===== src/rtl/game_ctrl.sv =====
// rtl/game_ctrl.sv - minesweeper sequencing controller
// Drives the datapath command/done handshake with a per-state watchdog and registered Moore outputs.
module game_ctrl #(
  parameter int TIMEOUT = 15,
  parameter int TO_W    = 4
) (
  input  logic       clka,
  input  logic       restart,
  input  logic       new_game,
  input  logic       guess_valid,
  input  logic [4:0] guess,
  output logic       guess_ready,
  output logic       bad_guess,
  output logic       start,
  output logic       load,
  output logic       decode,
  output logic       alu,
  output logic       display,
  output logic [4:0] data,
  input  logic       place_done,
  input  logic       decode_done,
  input  logic       alu_done,
  input  logic       display_done,
  input  logic       gameover,
  input  logic       win,
  output logic       busy,
  output logic       game_won,
  output logic       game_lost,
  output logic       timeout_err,
  output logic [4:0] moves
);

  typedef enum logic [3:0] {
    S_IDLE, S_PLACE, S_WAIT_GUESS, S_LOAD, S_DECODE,
    S_ALU, S_DISPLAY, S_OVER, S_ERROR
  } state_e;

  localparam logic [TO_W-1:0] TO_LIM = TO_W'(TIMEOUT);

  state_e          state_q, state_d;
  logic [TO_W-1:0] cnt_q, cnt_d;
  logic [4:0]      moves_q, moves_d;
  logic [4:0]      data_q, data_d;
  logic [24:0]     tried_q, tried_d;
  logic            go_q, go_d;
  logic            win_q, win_d;

  logic guess_ready_q, bad_q, start_q, load_q, decode_q, alu_q, display_q;
  logic busy_q, won_q, lost_q, terr_q;

  logic        cmd_state, done_sel, done_acc;
  logic        guess_bad, accept, reject;
  logic [24:0] guess_mask;

  always_comb begin
    cmd_state = (state_q == S_PLACE) || (state_q == S_DECODE) ||
                (state_q == S_ALU)   || (state_q == S_DISPLAY);
    case (state_q)
      S_PLACE:   done_sel = place_done;
      S_DECODE:  done_sel = decode_done;
      S_ALU:     done_sel = alu_done;
      S_DISPLAY: done_sel = display_done;
      default:   done_sel = 1'b0;
    endcase
    // cnt_q is zero only in the first cycle of a command state, masking stale dones
    done_acc   = cmd_state && done_sel && (cnt_q != '0);
    guess_mask = 25'd1 << guess;
    guess_bad  = (guess >= 5'd25) || ((guess_mask & tried_q) != '0);
    accept     = (state_q == S_WAIT_GUESS) && guess_valid && !new_game && !guess_bad;
    reject     = (state_q == S_WAIT_GUESS) && guess_valid && !new_game && guess_bad;
  end

  always_comb begin
    state_d = state_q;
    moves_d = moves_q;
    data_d  = data_q;
    tried_d = tried_q;
    go_d    = go_q;
    win_d   = win_q;
    case (state_q)
      S_IDLE:       if (new_game) state_d = S_PLACE;
      S_PLACE:      if (done_acc) state_d = S_WAIT_GUESS;
      S_WAIT_GUESS: begin
        if (new_game) begin
          state_d = S_PLACE;
        end else if (accept) begin
          state_d = S_LOAD;
          data_d  = guess;
          tried_d = tried_q | guess_mask;
          moves_d = moves_q + 5'd1;
        end
      end
      S_LOAD:       state_d = S_DECODE;
      S_DECODE:     if (done_acc) state_d = S_ALU;
      S_ALU: begin
        if (done_acc) begin
          state_d = S_DISPLAY;
          go_d    = gameover;
          win_d   = win;
        end
      end
      S_DISPLAY:    if (done_acc) state_d = go_q ? S_OVER : S_WAIT_GUESS;
      S_OVER:       if (new_game) state_d = S_PLACE;
      S_ERROR:      if (new_game) state_d = S_PLACE;
      default:      state_d = S_IDLE;
    endcase
    if (cmd_state && !done_acc && (cnt_q == TO_LIM)) state_d = S_ERROR;
    if ((state_d == S_PLACE) && (state_q != S_PLACE)) begin
      moves_d = '0;
      tried_d = '0;
      go_d    = 1'b0;
      win_d   = 1'b0;
    end
    cnt_d = ((state_d == state_q) && cmd_state) ? cnt_q + 1'b1 : '0;
  end

  always_ff @(posedge clka or posedge restart) begin
    if (restart) begin
      state_q       <= S_IDLE;
      cnt_q         <= '0;
      moves_q       <= '0;
      data_q        <= '0;
      tried_q       <= '0;
      go_q          <= 1'b0;
      win_q         <= 1'b0;
      guess_ready_q <= 1'b0;
      bad_q         <= 1'b0;
      start_q       <= 1'b0;
      load_q        <= 1'b0;
      decode_q      <= 1'b0;
      alu_q         <= 1'b0;
      display_q     <= 1'b0;
      busy_q        <= 1'b0;
      won_q         <= 1'b0;
      lost_q        <= 1'b0;
      terr_q        <= 1'b0;
    end else begin
      state_q       <= state_d;
      cnt_q         <= cnt_d;
      moves_q       <= moves_d;
      data_q        <= data_d;
      tried_q       <= tried_d;
      go_q          <= go_d;
      win_q         <= win_d;
      // Outputs are decoded from the next state so they are registered, not combinational
      guess_ready_q <= (state_d == S_WAIT_GUESS);
      bad_q         <= reject;
      start_q       <= (state_d == S_PLACE);
      load_q        <= (state_d == S_LOAD);
      decode_q      <= (state_d == S_DECODE);
      alu_q         <= (state_d == S_ALU);
      display_q     <= (state_d == S_DISPLAY);
      busy_q        <= (state_d == S_PLACE) || (state_d == S_DECODE) ||
                       (state_d == S_ALU)   || (state_d == S_DISPLAY);
      won_q         <= (state_d == S_OVER) && win_d;
      lost_q        <= (state_d == S_OVER) && !win_d;
      terr_q        <= (state_d == S_ERROR);
    end
  end

  assign guess_ready = guess_ready_q;
  assign bad_guess   = bad_q;
  assign start       = start_q;
  assign load        = load_q;
  assign decode      = decode_q;
  assign alu         = alu_q;
  assign display     = display_q;
  assign data        = data_q;
  assign busy        = busy_q;
  assign game_won    = won_q;
  assign game_lost   = lost_q;
  assign timeout_err = terr_q;
  assign moves       = moves_q;

endmodule


===== config.mk =====
export PLATFORM = sky130hd
export DESIGN_NAME = game_ctrl
export DESIGN_NICKNAME = d
export VERILOG_FILES = /design/src/rtl/game_ctrl.sv
export SDC_FILE = /design/constraint.sdc
export NUM_CORES = 1
export LEC_CHECK = 0
export CAP_MARGIN = 20
export CORE_ASPECT_RATIO = 1.5
export CORE_MARGIN = 2
export CORE_UTILIZATION = 53
export DETAILED_ROUTE_END_ITERATION = 6
export GPL_ROUTABILITY_DRIVEN = 0
export HOLD_SLACK_MARGIN = 0.05
export PLACE_DENSITY = 0.76
export SYNTH_ARGS = -nofsm -noshare
export SYNTH_HDL_FRONTEND = slang
export SYNTH_SLANG_ARGS = --single-unit
export TNS_END_PERCENT = 50

===== constraint.sdc =====
create_clock -name clka -period 3.9 [get_ports clka]
set_input_delay 1.17 -clock clka [delete_from_list [all_inputs] [get_ports clka]]
set_output_delay 1.17 -clock clka [all_outputs]
set_load 0.02 [all_outputs]

**Yosys cells after proc, flatten, opt, wreduce, memory -nomap -nowiden**

Index checks and enable logic that the tools add are counted.

- Bitwise logic cells: 3
- Shifts and indexed selects: 1
- Equal/unequal tests: 20
- Magnitude comparators: 1
- Mux-type cells: 26
- Add/sub/neg operators: 2
- Reduce and logical (&&, ||, !) cells: 34

Operator list:

| operator | number |
|---|---|
| $mux 25 | 4 |
| $mux 4 | 9 |
| $eq 4x3->1 const B | 8 |
| $pmux 4 s7 | 1 |
| $and 25x25->25 | 1 |
| $or 25x25->25 | 1 |
| $reduce_bool 25->1 | 1 |
| $shl 1x5->25 const A | 1 |
| $mux 5 | 4 |
| $eq 4x2->1 const B | 4 |
| $eq 4x4->1 const B | 3 |
| $logic_and 1x1->1 | 12 |
| $eq 4x1->1 const B | 2 |
| $reduce_bool 2->1 | 4 |
| $logic_or 1x1->1 | 7 |
| $mux 1 | 6 |
| $reduce_and 3->1 | 2 |
| $add 5x1->5 const B | 1 |
| $ge 5x5->1 const B | 1 |
| $add 4x1->4 const B | 1 |
| $eq 4x4->1 | 1 |
| $logic_not 1->1 | 4 |
| $logic_not 4->1 | 1 |
| $ne 4x1->1 const B | 1 |
| other kinds (7) | 7 |

- Register bits: 56
- Output and inout port bits: 21

**Longest topological paths before layout**

Gate-level depths: netlist of run 1.

- Depth in word-level cells: 15
- Depth in mapped cells: 11
- Depth with buffers taken out: 9

**Least setup slack after synthesis of run 1**

No wires, ideal clock.

- Path type: input port to flip-flop
- Start point: in guess[2]
- End point: reg moves_q[3], in the netlist moves[3]
- Setup slack: 0.718 ns
- Path buffers: 3
- Cell stages on the path: 10
- Arrival time: 3.063 ns
- Path through: buf_6 > or3_1 > buf_2 > nor2_2 > o22a_1 > nand4_2 > or3_1 > buf_6 > o31a_1 > o21a_1

- Longest elaborated chain between the ends: 14
- Elaborated cells between the ends (all ways): 18

Ends and longest elaborated chain:

| element | line | source |
|---|---|---|
| start: declaration | 11 | `input logic [4:0] guess,` |
| $shl 1x5->25 | 67 | `guess_mask = 25'd1 << guess;` |
| $and 25x25->25 | 68 | `guess_bad = (guess >= 5'd25) \|\| ((guess_mask & tried_q) != '0);` |
| $reduce_bool 25->1 | 68 |  |
| $logic_or 1x1->1 * | 68 |  |
| $logic_not 1->1 * | 69 | `accept = (state_q == S_WAIT_GUESS) && guess_valid && !new_game && !guess_bad;` |
| $logic_and 1x1->1 * | 69 |  |
| $mux 4 | 86 | `end else if (accept) begin` |
| $mux 4 | 84 | `if (new_game) begin` |
| $pmux 4 s7 | 80 | `case (state_q)` |
| $mux 4 | 107 | `if (cmd_state && !done_acc && (cnt_q == TO_LIM)) state_d = S_ERROR;` |
| $eq 4x1->1 | 108 | `if ((state_d == S_PLACE) && (state_q != S_PLACE)) begin` |
| $logic_and 1x1->1 | 108 |  |
| $ne 2x1->1 (no line) / $reduce_bool 2->1 (equally long branches) | -- |  |
| $reduce_and 3->1 (no line) | -- |  |
| end signal: assignment | 140 | `moves_q <= moves_d;` |
| end: declaration | 42 | `logic [4:0] moves_q, moves_d;` |

Mark *: on every way between the ends. The rest lies on a longest branch, timed or not.
A chain may end at the register's enable or synchronous reset.

**Worst setup path in the final report of run 1**

- Start point: in guess[1]
- End point: reg moves_q[1], in the netlist moves[1]

Same word-level chain as after synthesis.

==> results.yml, run 1 <==
worst_setup_path:
  worstSetupPathType: "in2reg"
  end_kind: "flip-flop"
  critPathArrivalTime_ps: 3740
  worst_ep_required_time_ps: 4140
  path_max_fanout: 32
  cp-start-kind: "primary input"
sta:
  fmax_mhz: 286
  finalCriticalPeriod_ps: 3500
  slew-limit-headroom: 0.574
  tns_ps: 0
  rsz0062_at_grt: "false"
  finalCritPeriodShare: 0.898
  maxSlewViolCount: 0
  finalSetupViolCount: 0
  hold_violations: 0
  worst_clock_skew_ps: 9.50
  tightestPinTransition_ps: 636
job:
  max_cap_viol_count: 0
floorplanning:
  fp-row-count: 33
  core_area_um2: 5490
  die_area_um2: 6300
  die_h_um: 96.2
  die_x_um: 65.5
  num_io_pins: 36
  initial_core_util: 0.548
placed_design:
  post-place-cells: 412
  place_area_um2: 3490
  numPortBuffers: 35
  dp_hpwl_um: 4710
synth:
  synthArstFlopShare: 1.00
  synth_area_um2: 3010
  synth_edf_count: 0
  synth_fp_nets: 324
  synth_area_leaders: "dfrtp_1 (47%), o21a_1 (6.7%), nor3_1 (4.5%)"
  synthCells: 306
  synthTopCellsByCount: "dfrtp_1 (56), nand2_1 (28), nor3_1 (27), o21a_1 (27), inv_1 (17)"
  ys_warn_count: 0
  synth_area_leader_cell: "dfrtp_1"
  ys.flop_type: "dfrtp_1"
  seq_area_frac_synth: 0.466
  synth.most_common_cell: "dfrtp_1"
  synth-seq-cells: 56
  yosysUniqueCellTypes: 54
  netlist.area_leader.share: 0.466
  avgSynthCellArea_um2: 9.83
clocking:
  cts_tree: "built"
  cts_setup_buffers: 0
  clock_latency_ps: 310
  ctsRootBufferMaster: "clkbuf_8"
  cts_buffer_depth: 2
  htreeDepth: 2
  cts_hold_buf: 0
  cts-resized-gates: 0
  numCtsBuffers: 5
  clkTransAtPathRegs_ps: 100
  cts.sinks: 56
power:
  ir_drop_uv: 254
  leakage_uw: 0.00154
  p_total_uw: 1730
  power.density_nw_per_um2: 484
routing:
  initialDrtViolationCount: 140
  ant_nets: 0
  wl_per_cell_um: 15.1
  drt-pass1-iter-count: 4
  vias_per_cell: 5.78
  drcViolationCount: 0
  vias: 2426
  routed_wl_um: 6340
grt:
  antenna_found_initial: 0
  grt_max_degree: 33
  overflow: 0
  grt_pass1_wl_um: 10500
  grt_pass1_vias: 2336
  grt_use_total: 0.218
min_path:
  hold_class: "reg2reg"
finish:
  antennaDiodeCount: 0
  final_nets: 367
  finalInstanceArea_um2: 3590
  drive_gt1_frac: 0.126
  fin_cells: 420
  area_growth_pct: 19.3
run_status:
  status: "finished, final reports clean"
[per-stage QoR]
step | setup slack [ps] | hold WS [ps] | util
finish | 399 | 481 | 0.653
global route | 191 | 507 | 0.653
CTS | 415 | 487 | 0.653
detailed placement | 102 | 463 | 0.636
global placement | 136 | 466 | 0.636
floorplan | 718 | 456 | -
[layer usage]
metal / wire [um] / GRT usage / vias to the layer above
li1: - / - / 1176
met1: 2530 / 0.252 / 1174
met3: 192 / 0.0222 / 16
met5: 0 / 0 / -
met4: 187 / 0.115 / 0
met2: 3430 / 0.395 / 60
[final timing paths]
kind                            slack [ps]                 start  cells past startpoint                      end
worst max-delay path                   400              guess[1]                     10     moves[1]$_DFFE_PP0P_
worst max register to register        1070  state_q[0]$_DFF_PP0_                      8  tried_q[24]$_DFFE_PP0P_
worst min-delay path                   480   data[3]$_DFFE_PP0P_                      2      data[3]$_DFFE_PP0P_
worst min register to register         480   data[3]$_DFFE_PP0P_                      2      data[3]$_DFFE_PP0P_
min in group asynchronous             1060               restart                      2        display$_DFF_PP0_
max in group asynchronous             2290               restart                      3  tried_q[14]$_DFFE_PP0P_
[cells in the final DEF, fill, tap and decap left out, drive strengths merged, types with 3 or more instances in the layout]
master         netlist  final
and2                 4      4
or3b                 3      3
inv                 17     17
a211oi               3      3
nand3b               4      4
a21boi               4      4
dfrtp               56     56
a21oi               10     10
and3                 3      3
or3                  3      3
clkbuf               5      5
nand4                4      4
buf                 16     22
ha                   3      3
nor2                13     13
o32ai                3      3
nor3                28     28
nand2               28     28
nor4                12     12
clkdlybuf4s50        0     35
mux2i               10     10
o21a                27     27
nand3                8      8
nand2b               4      4
o31a                 3      3
o21ai               10     10
[flip-flops by register name, indices dropped and copies added, names as in the netlist, 4 cells and up]
name	count
tried_q	25
data	5
cnt_q	4
moves	5
state_q	4
[logic make-up after synthesis]
group,after synthesis,share of synthesized area
AO/OA/AOI/OAI,73,0.181
multiplexers,10,0.0333
flip-flops,56,0.466
AND/OR/NAND/NOR,123,0.231
adder cells (fa/ha/maj),3,0.0125
XOR/XNOR,3,0.00874
buffers and inverters,38,0.0678
[final cells by class]
type / count / area [um^2]
Timing Repair Buffer: 57 / 541
Tap cell: 70 / 87.6
Sequential cell: 56 / 1400
Inverter: 17 / 63.8
Clock inverter: 3 / 23.8
Fill cell: 476 / 1900
Multi-Input combinational cell: 212 / 1400
Clock buffer: 5 / 68.8
[critical path: stages]
cell and delay, ps:
clkdlybuf4s50_1 580, or3b_2 610, nor3_1 360, nor3_1 100, nand4_2 90, buf_4 140
o31ai_4 90, nand4_4 70, buf_4 310, a21boi_1 210
[power by group]
part / total [uW] / leakage [uW] / switching (uW) / internal, uW
logic: 697 / 0.000739 / 396 / 301
clock network: 317 / 0.0000404 / 189 / 127
registers: 722 / 0.000764 / 69.9 / 652
total: 1730 / 0.00154 / 655 / 1080
(Power assumes the default switching activity.)
==> run 2, diff against run 1 <==
--- a/config.mk
+++ b/config.mk
@@ -8,11 +8,10 @@
 export CAP_MARGIN = 20
 export CORE_ASPECT_RATIO = 1.5
 export CORE_MARGIN = 2
-export CORE_UTILIZATION = 53
+export CORE_UTILIZATION = 40
 export DETAILED_ROUTE_END_ITERATION = 6
 export GPL_ROUTABILITY_DRIVEN = 0
 export HOLD_SLACK_MARGIN = 0.05
-export PLACE_DENSITY = 0.76
 export SYNTH_ARGS = -nofsm -noshare
 export SYNTH_HDL_FRONTEND = slang
 export SYNTH_SLANG_ARGS = --single-unit
==> run 2 against run 1 <==
Register-to-register slack better by 80 ps. Wire length is 4.3% higher. Final area is 1.3% higher. Count of clock-buffer cells in the layout is 3 higher. Final cell count grew 7.1%. Largest cell class unchanged. Highest routed layer unchanged.
==> results.yml, run 2 (synthesis results as in run 1) <==
sta:
  worst_clock_skew_ps: 10.7
  finalCritPeriodShare: 0.904
  tightestPinTransition_ps: 724
  hold_violations: 0
  slew-limit-headroom: 0.516
  maxSlewViolCount: 0
  fin_hold_ws_ps: 474
  fmax_mhz: 284
  rsz0062_at_grt: "false"
  tns_ps: 0
  finalSetupViolCount: 0
  finalCriticalPeriod_ps: 3530
worst_setup_path:
  worst_ep_required_time_ps: 4090
  path_cells: "clkdlybuf4s50_1, nand2b_1, o32ai_1, nor3_1, nand4_2, or3_1, buf_4, o31a_1, o21a_1"
  critPathArrivalTime_ps: 3720
  worstSetupPathType: "in2reg"
  end_kind: "flip-flop"
  slowest_stage: "clkdlybuf4s50_1"
  r2r_cells: 8
  path_delay_family: "simple AND/OR/NAND/NOR gates"
  rr_startpoint: "state_q[0]$_DFF_PP0_"
  cpPeakStageDelay_ps: 650
  crit_start: "guess[4]"
  cp.depth: 9
  path_buf_inv: 2
  cp-start-kind: "primary input"
  path_max_fanout: 9
grt:
  gr-max-usage-layer: "met2"
  groute.layer.met1.usage: 0.216
  antenna_found_initial: 0
  use_met2: 0.301
  grt_max_degree: 35
  grt_use_total: 0.173
  grt_pass1_vias: 2342
  overflow: 0
  grt_pass1_wl_um: 11000
  use_met3: 0.0264
clocking:
  ctsRootBufferMaster: "clkbuf_8"
  cts-resized-gates: 0
  cts_buffer_depth: 2
  clkTransAtPathRegs_ps: 90
  cts_setup_buffers: 0
  htreeDepth: 2
  cts_tree: "built"
  cts_hold_buf: 0
  cts.sinks: 56
  clock_latency_ps: 300
  numCtsBuffers: 5
power:
  power.density_nw_per_um2: 482
  ir_drop_uv: 260
  leakage_uw: 0.00156
placed_design:
  post-place-cells: 442
  numPortBuffers: 35
  dp_hpwl_um: 4900
finish:
  area_growth_pct: 20.9
  max_flop_register: "tried_q"
  layout_commonest_cell: "dfrtp_1"
  antennaDiodeCount: 0
  most-common-layout-cells: "dfrtp_1 (56), clkdlybuf4s50_1 (35), nand2_1 (28)"
  largest_reg_flops: 25
  nFillCells: 696
  drive_gt1_frac: 0.120
  fin_cells: 450
  final_nets: 367
min_path:
  hold_depth: 2
  hold_class: "reg2reg"
  hold_start: "data[0]$_DFFE_PP0P_"
floorplanning:
  die_x_um: 74.8
  die_h_um: 110
  num_io_pins: 36
  fp-row-count: 38
  die_area_um2: 8240
  core_area_um2: 7270
  initial_core_util: 0.413
job:
  max_cap_viol_count: 0
routing:
  wl_per_cell_um: 14.7
  initialDrtViolationCount: 120
  vias: 2396
  drt-pass1-iter-count: 4
  routed_wl_um: 6620
  vias_per_cell: 5.32
  ant_nets: 0
  drcViolationCount: 0
run_status:
  status: "finished, final reports clean"
## run 2: changes by cell type in the layout (fill, tap and decap cells not counted), sizes merged
| cell | before | now |
|---|---|---|
| clkbuf | 5 | 8 |
| clkinv | 1 | 0 |
| clkinvlp | 2 | 0 |
## run 2: worst register-to-register path: stages (launching register included)
cell and delay, ps:
dfrtp_1 590, or3b_1 440, o32a_2 270, o31a_1 340, o31ai_4 340, and2b_1 210
nand4_4 120, buf_12 200, and2_1 150
## run 2: worst paths after layout
check,endpoint,slack (ps)
hold / removal,data[0]$_DFFE_PP0P_,470
setup reg to reg,moves[0]$_DFFE_PP0P_,1150
hold reg to reg,data[0]$_DFFE_PP0P_,470
max in group asynchronous,tried_q[18]$_DFFE_PP0P_,1930
setup / recovery,moves[4]$_DFFE_PP0P_,370
min in group asynchronous,tried_q[17]$_DFFE_PP0P_,1310
## run 2: per-layer routing
metal / routed length (um) / vias to the layer above
li1: - / 1179
met1: 2840 / 1158
met2: 3450 / 48
met3: 203 / 11
met4: 130 / 0
met5: 0 / -
## run 2: final cells by class
type / instances / area [um^2] / share of cell area
Clock buffer: 8 / 90.1 / 0.0248
Inverter: 17 / 63.8 / 0.0176
Timing Repair Buffer: 57 / 553 / 0.152
Multi-Input combinational cell: 212 / 1400 / 0.386
Tap cell: 100 / 125 / 0.0344
Sequential cell: 56 / 1400 / 0.386
## run 2: through the flow
step,area (um^2),power (uW),utilization,setup WS [ps]
3_3_place_gp,3540,1450,0.487,87.9
4_1_cts,3630,1770,0.500,374
6_report,3630,1750,0.500,374
2_1_floorplan,3010,1230,-,718
5_1_grt,3630,1880,0.500,227
3_5_place_dp,3540,1450,0.487,49.7
## run 2: report_power, final
| group | switching, uW | total (uW) | internal (uW) |
|---|---|---|---|
| logic | 397 | 713 | 316 |
| registers | 69.8 | 722 | 652 |
| clock network | 172 | 317 | 145 |
| total | 639 | 1750 | 1110 |
==> run 3, diff against run 2 <==
--- a/config.mk
+++ b/config.mk
@@ -6,7 +6,6 @@
 export NUM_CORES = 1
 export LEC_CHECK = 0
 export CAP_MARGIN = 20
-export CORE_ASPECT_RATIO = 1.5
 export CORE_MARGIN = 2
 export CORE_UTILIZATION = 40
 export DETAILED_ROUTE_END_ITERATION = 6
==> run 3 against run 2 <==
Final cell count decreased by 1.8%. Combinational power decreased by 2%. Clock power decreased by 3%. Worst setup slack got worse by 100 ps. Register-to-register slack got worse by 110 ps. Sequential share of layout area increased by 0.59 points. Core utilization decreased by 0.61 points. Critical endpoint is now tried_q[2]$_DFFE_PP0P_. Critical path type unchanged.
==> results.yml, run 3 (synthesis results as in run 1) <==
worst_setup_path:
  path_cells: "clkdlybuf4s50_1, buf_12, nand2b_1, nor3_1, a211oi_1, nand4_2, or3_1, buf_4, nor4_2, o21a_1"
  cp-start-kind: "primary input"
  cp.depth: 10
  worst_ep_required_time_ps: 4140
  end_kind: "flip-flop"
  path_max_fanout: 20
  slowest_stage: "or3_1"
  endpoint: "tried_q[2]$_DFFE_PP0P_"
  path_buf_inv: 3
  r2r_end: "win_q$_DFF_PP0_"
  critPathArrivalTime_ps: 3870
  crit_start: "guess[4]"
  r2r_cells: 8
  cpPeakStageDelay_ps: 560
  worstSetupPathType: "in2reg"
  rr_startpoint: "state_q[0]$_DFF_PP0_"
  path_delay_family: "simple AND/OR/NAND/NOR gates"
  worst-r2r-setup-slack_ps: 1040
sta:
  hold_violations: 0
  maxSlewViolCount: 0
  finalCritPeriodShare: 0.931
  finalCriticalPeriod_ps: 3630
  tightestPinTransition_ps: 709
  worst_clock_skew_ps: 15.8
  fmax_mhz: 275
  rsz0062_at_grt: "false"
  slew-limit-headroom: 0.527
  finalSetupViolCount: 0
clocking:
  cts_setup_buffers: 0
  cts_buffer_depth: 2
  clkTransAtPathRegs_ps: 110
  cts_hold_buf: 0
  numCtsBuffers: 5
  cts.sinks: 56
  htreeDepth: 2
  clock_latency_ps: 310
  cts_tree: "built"
  cts-resized-gates: 0
  ctsRootBufferMaster: "clkbuf_8"
routing:
  drt-pass1-iter-count: 4
  vias_per_cell: 5.28
  drcViolationCount: 0
  initialDrtViolationCount: 232
  routed_wl_um: 6390
  wl_per_cell_um: 14.5
  ant_nets: 0
  vias: 2333
job:
  max_cap_viol_count: 0
run_status:
  status: "finished, final reports clean"
grt:
  grt_pass1_vias: 2228
  gr-max-usage-layer: "met2"
  grt_max_degree: 57
  groute.layer.met1.usage: 0.234
  grt_pass1_wl_um: 10900
  use_met3: 0.0267
  use_met2: 0.254
  grt_use_total: 0.161
  overflow: 0
  antenna_found_initial: 0
floorplanning:
  core_area_um2: 7250
  die_area_um2: 8230
  fp-row-count: 31
  die_x_um: 90.7
  initial_core_util: 0.415
  num_io_pins: 36
  die_h_um: 90.7
placed_design:
  place_area_um2: 3500
  post-place-cells: 435
  dp_hpwl_um: 4560
  numPortBuffers: 35
finish:
  area_growth_pct: 19.1
  final_nets: 361
  layout_commonest_cell: "dfrtp_1"
  max_flop_register: "tried_q"
  finalInstanceArea_um2: 3580
  fin_cells: 442
  antennaDiodeCount: 0
  drive_gt1_frac: 0.108
  nFillCells: 699
  most-common-layout-cells: "dfrtp_1 (56), clkdlybuf4s50_1 (35), nand2_1 (28)"
  largest_reg_flops: 25
power:
  ir_drop_uv: 172
  power.density_nw_per_um2: 481
  leakage_uw: 0.00152
min_path:
  hold_class: "reg2reg"
==> run 3: final cells by class <==
class / count / area, um^2 / area share
Inverter: 17 / 63.8 / 0.0178
Tap cell: 99 / 124 / 0.0346
Clock inverter: 2 / 12.5 / 0.00350
Clock buffer: 5 / 68.8 / 0.0192
Sequential cell: 56 / 1400 / 0.391
Multi-Input combinational cell: 212 / 1400 / 0.391
Timing Repair Buffer: 51 / 508 / 0.142
==> run 3: worst min-delay path by stage <==
| stage | slack [ps] | endpoint | startpoint | depth (start not counted) |
|---|---|---|---|---|
| final | 480 | data[4]$_DFFE_PP0P_ | data[4]$_DFFE_PP0P_ | 2 |
| after global placement | 450 | data[0]$_DFFE_PP0P_ | data[0]$_DFFE_PP0P_ | 2 |
| after global routing | 500 | data[3]$_DFFE_PP0P_ | data[3]$_DFFE_PP0P_ | 2 |
| after CTS | 480 | data[4]$_DFFE_PP0P_ | data[4]$_DFFE_PP0P_ | 2 |
| after detailed placement | 460 | data[4]$_DFFE_PP0P_ | data[4]$_DFFE_PP0P_ | 2 |
| after floorplan | 460 | tried_q[10]$_DFFE_PP0P_ | tried_q[10]$_DFFE_PP0P_ | 1 |
==> run 3: metal layers <==
metal	wire, um	up-vias
met5	0	-
met4	31	0
met3	277	2
met2	2910	42
met1	3170	1125
li1	-	1164
==> run 3: worst min-delay path, delay by kind of cell, from the launching register on <==
kind	cells	cell delay [ps]
and+or+nand+nor	2	100
DFF	1	350
==> run 3: metrics by stage <==
step	TNS, ps	total power, uW	setup WS, ps	utilization	hold slack [ps]
2_1_floorplan	0	1230	718	-	456
3_3_place_gp	-18.8	1420	-15.7	0.482	452
3_5_place_dp	-210	1430	-35.1	0.482	457
4_1_cts	0	1730	276	0.494	481
5_1_grt	0	1830	116	0.494	503
6_report	0	1720	270	0.494	479
==> run 3: report_power, final <==
group | total, uW | internal [uW] | switching (uW)
sequential | 721 | 652 | 68.9
combinational | 696 | 294 | 402
clock | 306 | 122 | 183
total | 1720 | 1070 | 655
